$ cat src/rtl/simd_loop_iter_ctrl.sv
// Nested-loop iteration controller: per-group iteration tables, IDLE/ARM/RUN sequencing,
// and a combinational step/wrap vector. Zero latency from step to iter_done; stall freezes RUN.
module simd_loop_iter_ctrl #(
  parameter int LOOP_ID_W      = 5,
  parameter int GROUP_ID_W     = 2,
  parameter int ITER_W         = 16,
  parameter int GROUP_ENABLED  = 1,
  parameter int NUM_MAX_LOOPS  = 1 << LOOP_ID_W,
  parameter int NUM_MAX_GROUPS = 1 << GROUP_ID_W
) (
  input  logic                   clk,
  input  logic                   reset,
  input  logic                   start,
  input  logic                   stall,
  input  logic                   block_done,
  input  logic                   cfg_loop_iter_v,
  input  logic [ITER_W-1:0]      cfg_loop_iter,
  input  logic [GROUP_ID_W-1:0]  cfg_loop_group_id,
  input  logic [GROUP_ID_W-1:0]  loop_group_id,
  output logic [NUM_MAX_LOOPS:0] iter_done,
  output logic                   busy,
  output logic                   done
);

  typedef enum logic [1:0] {
    S_IDLE = 2'd0,
    S_ARM  = 2'd1,
    S_RUN  = 2'd2
  } state_e;

  state_e                               state_q, state_d;
  logic [GROUP_ID_W-1:0]                grp_q, grp_d;
  logic [NUM_MAX_LOOPS-1:0][ITER_W-1:0] idx_q, idx_d;
  logic [ITER_W-1:0]                    tbl_q [NUM_MAX_GROUPS][NUM_MAX_LOOPS];
  logic [LOOP_ID_W-1:0]                 wptr_q [NUM_MAX_GROUPS];
  logic                                 done_q;

  logic [GROUP_ID_W-1:0]  cfg_grp;
  logic [GROUP_ID_W-1:0]  start_grp;
  logic [NUM_MAX_LOOPS:0] sfx;
  logic                   step;
  logic                   cfg_we;

  assign cfg_grp   = (GROUP_ENABLED != 0) ? cfg_loop_group_id : '0;
  assign start_grp = (GROUP_ENABLED != 0) ? loop_group_id : '0;
  assign step      = (state_q == S_RUN) && !stall;
  assign cfg_we    = cfg_loop_iter_v && (state_q == S_IDLE);

  // sfx[i]: loop i and every loop inside it sit at their final index; sfx[top] is always 1.
  always_comb begin
    logic acc;
    acc = 1'b1;
    sfx = '0;
    sfx[NUM_MAX_LOOPS] = 1'b1;
    for (int i = NUM_MAX_LOOPS - 1; i >= 0; i--) begin
      acc    = acc && (idx_q[i] == tbl_q[grp_q][i]);
      sfx[i] = acc;
    end
  end

  always_comb begin
    idx_d = idx_q;
    if (state_q == S_ARM) begin
      idx_d = '0;
    end else if (step) begin
      for (int i = 0; i < NUM_MAX_LOOPS; i++) begin
        if (sfx[i]) begin
          idx_d[i] = '0;
        end else if (sfx[i+1]) begin
          idx_d[i] = idx_q[i] + ITER_W'(1);
        end
      end
    end
  end

  always_comb begin
    state_d = state_q;
    grp_d   = grp_q;
    case (state_q)
      S_IDLE: begin
        if (start) begin
          state_d = S_ARM;
          grp_d   = start_grp;
        end
      end
      S_ARM:   state_d = S_RUN;
      S_RUN:   if (step && sfx[0]) state_d = S_IDLE;
      default: state_d = S_IDLE;
    endcase
  end

  always_ff @(posedge clk) begin
    if (reset) begin
      state_q <= S_IDLE;
      grp_q   <= '0;
      idx_q   <= '0;
      done_q  <= 1'b0;
      for (int g = 0; g < NUM_MAX_GROUPS; g++) begin
        wptr_q[g] <= '0;
        for (int i = 0; i < NUM_MAX_LOOPS; i++) begin
          tbl_q[g][i] <= '0;
        end
      end
    end else begin
      state_q <= state_d;
      grp_q   <= grp_d;
      idx_q   <= idx_d;
      done_q  <= step && sfx[0];
      if (cfg_we) begin
        tbl_q[cfg_grp][wptr_q[cfg_grp]] <= cfg_loop_iter;
        wptr_q[cfg_grp] <= (wptr_q[cfg_grp] == LOOP_ID_W'(NUM_MAX_LOOPS - 1)) ?
                           '0 : wptr_q[cfg_grp] + LOOP_ID_W'(1);
      end
      // Later assignment wins, so a same-cycle write uses the old pointer and it still ends at 0.
      if (block_done) begin
        for (int g = 0; g < NUM_MAX_GROUPS; g++) begin
          wptr_q[g] <= '0;
        end
      end
    end
  end

  // Outputs are masked by reset so they drop in the very cycle reset is sampled.
  assign iter_done = (step && !reset) ? sfx : '0;
  assign busy      = (state_q != S_IDLE) && !reset;
  assign done      = done_q;

endmodule

$ cat config.mk
export PLATFORM = sky130hd
export DESIGN_NAME = simd_loop_iter_ctrl
export DESIGN_NICKNAME = d
export VERILOG_FILES = /design/src/rtl/simd_loop_iter_ctrl.sv
export SDC_FILE = /design/constraint.sdc
export NUM_CORES = 2
export LEC_CHECK = 0
export ABC_AREA = 1
export BUFFER_PORTS_ARGS = -buffer_cell sky130_fd_sc_hd__buf_2
export CAP_MARGIN = 20
export CORE_MARGIN = 5
export CORE_UTILIZATION = 60
export DETAILED_ROUTE_END_ITERATION = 8
export GPL_ROUTABILITY_DRIVEN = 0
export PLACE_DENSITY = 0.74
export SLEW_MARGIN = 25
export SYNTH_ARGS = -nofsm -noshare
export SYNTH_HDL_FRONTEND = slang
export SYNTH_SLANG_ARGS = --single-unit
$ cat constraint.sdc
create_clock -name clk -period 5.2 [get_ports clk]
set_input_delay 0.52 -clock clk [delete_from_list [all_inputs] [get_ports clk]]
set_output_delay 0.52 -clock clk [all_outputs]
set_load 0.1 [all_outputs]
==> impl_metrics.prom <==
# TYPE chip_impl_metric gauge
chip_impl_metric{name="maxCapViolations",unit=""} 0
chip_impl_metric{name="final_routed_drc_violation_total",unit=""} 0
chip_impl_metric{name="layout_worst_path_cycle_share",unit="%"} 111
chip_impl_metric{name="place.port_buffers",unit=""} 60
chip_impl_metric{name="area_growth",unit="%"} 14.2
chip_impl_info{name="outcome",value="finished with violations"} 1
chip_impl_metric{name="grt_first_pass_wirelength",unit="mm"} 544
chip_impl_metric{name="skew",unit="ns"} 0.0573
chip_impl_metric{name="critPathMaxStageDelay",unit="ns"} 0.38
chip_impl_metric{name="worst_setup_hold_path_clk_slew",unit="ns"} 0.06
chip_impl_metric{name="worst-r2r-setup-slack",unit="ns"} 0.19
chip_impl_info{name="grt_setup_unrepaired",value="true"} 1
chip_impl_metric{name="post-route-cell-area",unit="sq um"} 139000
chip_impl_metric{name="setup-violations-final",unit=""} 16
chip_impl_metric{name="worst_pin_slew",unit="ns"} 1.08
chip_impl_metric{name="met2RoutedLength",unit="mm"} 170
chip_impl_info{name="critical_path.slowest_cell",value="sky130_fd_sc_hd__dfxtp_4"} 1
chip_impl_metric{name="synth_enable_flop_cells",unit=""} 2068
chip_impl_metric{name="fp.dieW",unit="microns"} 461
chip_impl_metric{name="initial_standard_cell_utilization_of_the_core",unit="%"} 60.4
chip_impl_metric{name="nNetsFinal",unit=""} 13600
chip_impl_metric{name="final_slew_violations",unit=""} 0
chip_impl_metric{name="yosysWarningCount",unit=""} 0
chip_impl_info{name="timing.critical_path.from_type",value="flop"} 1
chip_impl_metric{name="synth_seq_cells",unit=""} 2587
chip_impl_info{name="violated_checks",value="setup timing"} 1
chip_impl_info{name="clock-root-buffer",value="sky130_fd_sc_hd__clkbuf_16"} 1
chip_impl_metric{name="antenna_found_initial",unit=""} 9
chip_impl_metric{name="wire_per_inst",unit="microns"} 21.9
chip_impl_metric{name="synth_seq_area_share",unit="%"} 59.3
chip_impl_metric{name="drtPass1Iterations",unit=""} 8
chip_impl_metric{name="synth.lib_cells_used.distinct",unit=""} 66
chip_impl_metric{name="worstPathRequired",unit="ns"} 4.68
chip_impl_metric{name="vias_per_std_cell",unit=""} 6.09
chip_impl_metric{name="h-tree-depth",unit=""} 5
chip_impl_info{name="ys_dominant_reg_cell",value="sky130_fd_sc_hd__edfxtp_1"} 1
chip_impl_metric{name="place_area",unit="sq um"} 126000
chip_impl_info{name="cp-end-kind",value="output port"} 1
chip_impl_metric{name="detail-route-antenna-nets",unit=""} 0
chip_impl_metric{name="postSynthAreaPerCell",unit="sq um"} 9.07
chip_impl_metric{name="reg2reg_depth",unit=""} 36
chip_impl_metric{name="cts_num_sinks",unit=""} 2587
chip_impl_metric{name="synth.cell_area",unit="sq um"} 122000
chip_impl_info{name="worst_hold_path_type",value="primary input to flop"} 1
chip_impl_metric{name="wl_met3",unit="mm"} 39.1
chip_impl_info{name="tritoncts",value="done"} 1
chip_impl_metric{name="post_synth_arst_share",unit="%"} 0
chip_impl_metric{name="overall_track_demand_over_capacity_in_global_routing",unit="%"} 32.7
chip_impl_metric{name="numCtsBuffers",unit=""} 286
chip_impl_metric{name="initialDrtViolationCount",unit=""} 13600
chip_impl_metric{name="vdd.ir_drop.worst",unit="mV"} 0.485
chip_impl_metric{name="synthCells",unit=""} 13500
chip_impl_info{name="top_layer_used",value="met5"} 1
chip_impl_metric{name="power.leakage",unit="nW"} 54.5
chip_impl_metric{name="setup_tns",unit="ns"} -4.36
chip_impl_metric{name="die-area",unit="sq um"} 213000
chip_impl_info{name="most_common_cell_type_on_the_critical_path",value="sky130_fd_sc_hd__nand2_1"} 1
chip_impl_info{name="crit-reg2reg-capture",value="idx_q[249]$_SDFFE_PP0P_"} 1
chip_impl_metric{name="via_count_of_the_first_global_routing_pass",unit=""} 95800
chip_impl_metric{name="clk_latency",unit="ns"} 0.94
chip_impl_metric{name="num_rows",unit=""} 165
chip_impl_info{name="cp-endpoint",value="iter_done[0]"} 1
chip_impl_info{name="hold_path.startpoint",value="loop_group_id[0]"} 1
chip_impl_metric{name="die_h",unit="microns"} 461
chip_impl_metric{name="maximum_clock_insertion_buffer_count",unit=""} 4
chip_impl_metric{name="fp.coreArea",unit="sq um"} 202000
chip_impl_metric{name="syn_nets",unit=""} 13500
chip_impl_metric{name="hpwl",unit="mm"} 207
chip_impl_metric{name="power_density",unit="nW/um^2"} 342
chip_impl_metric{name="total_number_of_vias",unit=""} 100000
chip_impl_metric{name="final.min_clock_period",unit="ns"} 5.77
chip_impl_metric{name="cp_data_arrival_time",unit="ns"} 5.25
chip_impl_metric{name="hold_viol_final",unit=""} 0
chip_impl_metric{name="ioPinCount",unit=""} 61
chip_impl_metric{name="timing.critical_path.fanout_max",unit=""} 7
chip_impl_info{name="timing.setup.critical_path_class",value="flop to output port"} 1
chip_impl_metric{name="routed_wl",unit="mm"} 361
chip_impl_metric{name="fin_ws",unit="ns"} -0.568
chip_impl_metric{name="drive_gt1_share",unit="%"} 9.86
chip_impl_metric{name="routed_met1_length",unit="mm"} 132
chip_impl_metric{name="number_of_placed_cells_counting_well_taps",unit=""} 15800
chip_impl_metric{name="max_clock_freq",unit="GHz"} 0.173
chip_impl_metric{name="grt_max_degree",unit=""} 129
chip_impl_metric{name="stdcell_count",unit=""} 16500
chip_impl_metric{name="relSlewSlack",unit="%"} 28.3
chip_impl_metric{name="grt_remaining_overflow",unit=""} 0
layout make-up:
type,instances,area [sq um]
Tap cell,2672,3340
Multi-Input combinational cell,9390,44300
Sequential cell,2587,72500
Timing Repair inverter,4,58.8
Timing Repair Buffer,636,7660
Antenna cell,6,15.0
Fill cell,14800,62800
Inverter,664,2650
Clock buffer,380,7920
Clock inverter,115,1050
logic make-up after synthesis:
logic type,share of synthesized area [%]
simple gates,26.8
flops,59.3
buf+inv,5.21
compound gates,4.92
xor+xnor,3.40
fa+ha+maj,0.379
worst min path at each step:
stage / endpoint / slack [ns] / cells past startpoint
floorplan: idx_q[365]$_SDFFE_PP0P_ / 0.42 / 1
global placement: idx_q[365]$_SDFFE_PP0P_ / 0.44 / 1
detailed placement: idx_q[365]$_SDFFE_PP0P_ / 0.44 / 1
CTS: flop / 0.007 / 3
global route: grp_q[0]$_SDFFE_PP0P_ / 0.05 / 3
finish: flop / 0.07 / 3
cell usage in the layout, fill, tap and decap left out, drive strengths merged, types with 3 or more instances in the layout:
cell type,Yosys,layout
nor2,2827,2827
o21a,17,17
nand3b,71,71
a31o,3,3
ha,37,37
edfxtp,2068,2068
bufinv,0,19
a21oi,456,456
a31oi,17,17
clkinv,12,97
nand2,3263,3263
and2,4,4
a32oi,101,101
and3,10,10
nor3,226,226
a22oi,14,14
inv,652,658
or2,12,12
nor4b,4,4
nor4,125,125
o211ai,9,9
xor2,443,443
o21ai,286,286
nand4,186,186
dfxtp,519,519
a221oi,8,8
clkinvlp,0,9
a211oi,24,24
o32ai,7,7
o22ai,79,79
a32o,8,8
buf,337,600
nor3b,41,41
clkbuf,484,400
xnor2,31,31
diode,0,6
bufbuf,0,14
nand3,1066,1066
critical path: cells and delay by family, from the launching register on:
kind	cells	cell delay, ns
AND/OR/NAND/NOR	21	2.56
flip-flops	1	0.38
buffers and inverters	10	1.34
timing repair:
item,CTS,global route
endpoints found under the hold margin,3,0
pin swaps,46,75
setup endpoints to repair,21,64
buffers inserted,74,26
hold buffers,2,0
gates resized for setup,201,192
cloned,42,24
synthesized netlist by cell type (12+ instances only):
cell	number	area share, %
sky130_fd_sc_hd__nand2_1	3253	10
sky130_fd_sc_hd__nor2_1	2799	8.6
sky130_fd_sc_hd__edfxtp_1	2068	51
sky130_fd_sc_hd__nand3_1	1062	4.4
sky130_fd_sc_hd__inv_1	636	2.0
sky130_fd_sc_hd__dfxtp_1	519	8.5
sky130_fd_sc_hd__clkbuf_1	484	1.5
sky130_fd_sc_hd__a21oi_1	456	1.9
sky130_fd_sc_hd__xor2_1	443	3.2
sky130_fd_sc_hd__o21ai_0	262	1.1
sky130_fd_sc_hd__nor3_1	219	0.90
sky130_fd_sc_hd__buf_2	217	0.89
sky130_fd_sc_hd__nand4_1	181	0.93
sky130_fd_sc_hd__nor4_1	123	0.63
sky130_fd_sc_hd__a32oi_1	101	0.72
sky130_fd_sc_hd__o22ai_1	79	0.40
sky130_fd_sc_hd__nand3b_1	71	0.44
sky130_fd_sc_hd__buf_4	70	0.43
sky130_fd_sc_hd__nor3b_1	40	0.25
sky130_fd_sc_hd__ha_1	37	0.38
sky130_fd_sc_hd__buf_6	32	0.29
sky130_fd_sc_hd__xnor2_1	31	0.22
sky130_fd_sc_hd__a211oi_1	24	0.15
sky130_fd_sc_hd__o21ai_1	24	0.098
sky130_fd_sc_hd__buf_1	18	0.055
sky130_fd_sc_hd__a31oi_1	17	0.087
sky130_fd_sc_hd__o21a_1	17	0.10
sky130_fd_sc_hd__nor2_4	16	0.15
sky130_fd_sc_hd__a22oi_1	14	0.086
sky130_fd_sc_hd__inv_2	14	0.043
sky130_fd_sc_hd__clkinv_1	12	0.037
sky130_fd_sc_hd__nor2_2	12	0.061
sequential cells by signal (all words and copies together) (netlist names), named ones only:
signal   cells
done         1
state_q      2
idx_q      512
tbl_q     2048
wptr_q      20
grp_q        2
power by group:
group,total [mW],switching [mW],internal (mW)
registers,23.1,0.187,22.9
logic,4.81,3.32,1.50
clock network,19.8,8.21,11.6
total,47.7,11.7,36.0
metal layers:
metal | up-vias | global-route usage (%)
met3 | 1188 | 6.01
met4 | 2 | 15.8
li1 | 45300 | -
met1 | 47600 | 42.5
met5 | - | 0
met2 | 6120 | 53.4
stage by stage:
step / power (mW) / hold slack, ns / setup WS, ns / util, %
2_1_floorplan: 26.2 / 0.422 / -0.356 / -
3_3_place_gp: 27.4 / 0.443 / 0.312 / 62.5
3_5_place_dp: 27.5 / 0.438 / 0.247 / 62.5
4_1_cts: 47.4 / 0.00688 / -0.443 / 68.2
5_1_grt: 48.9 / 0.0512 / -0.695 / 68.9
6_report: 47.7 / 0.0696 / -0.568 / 68.9
Note: power is estimated with default switching activity, not from simulation.
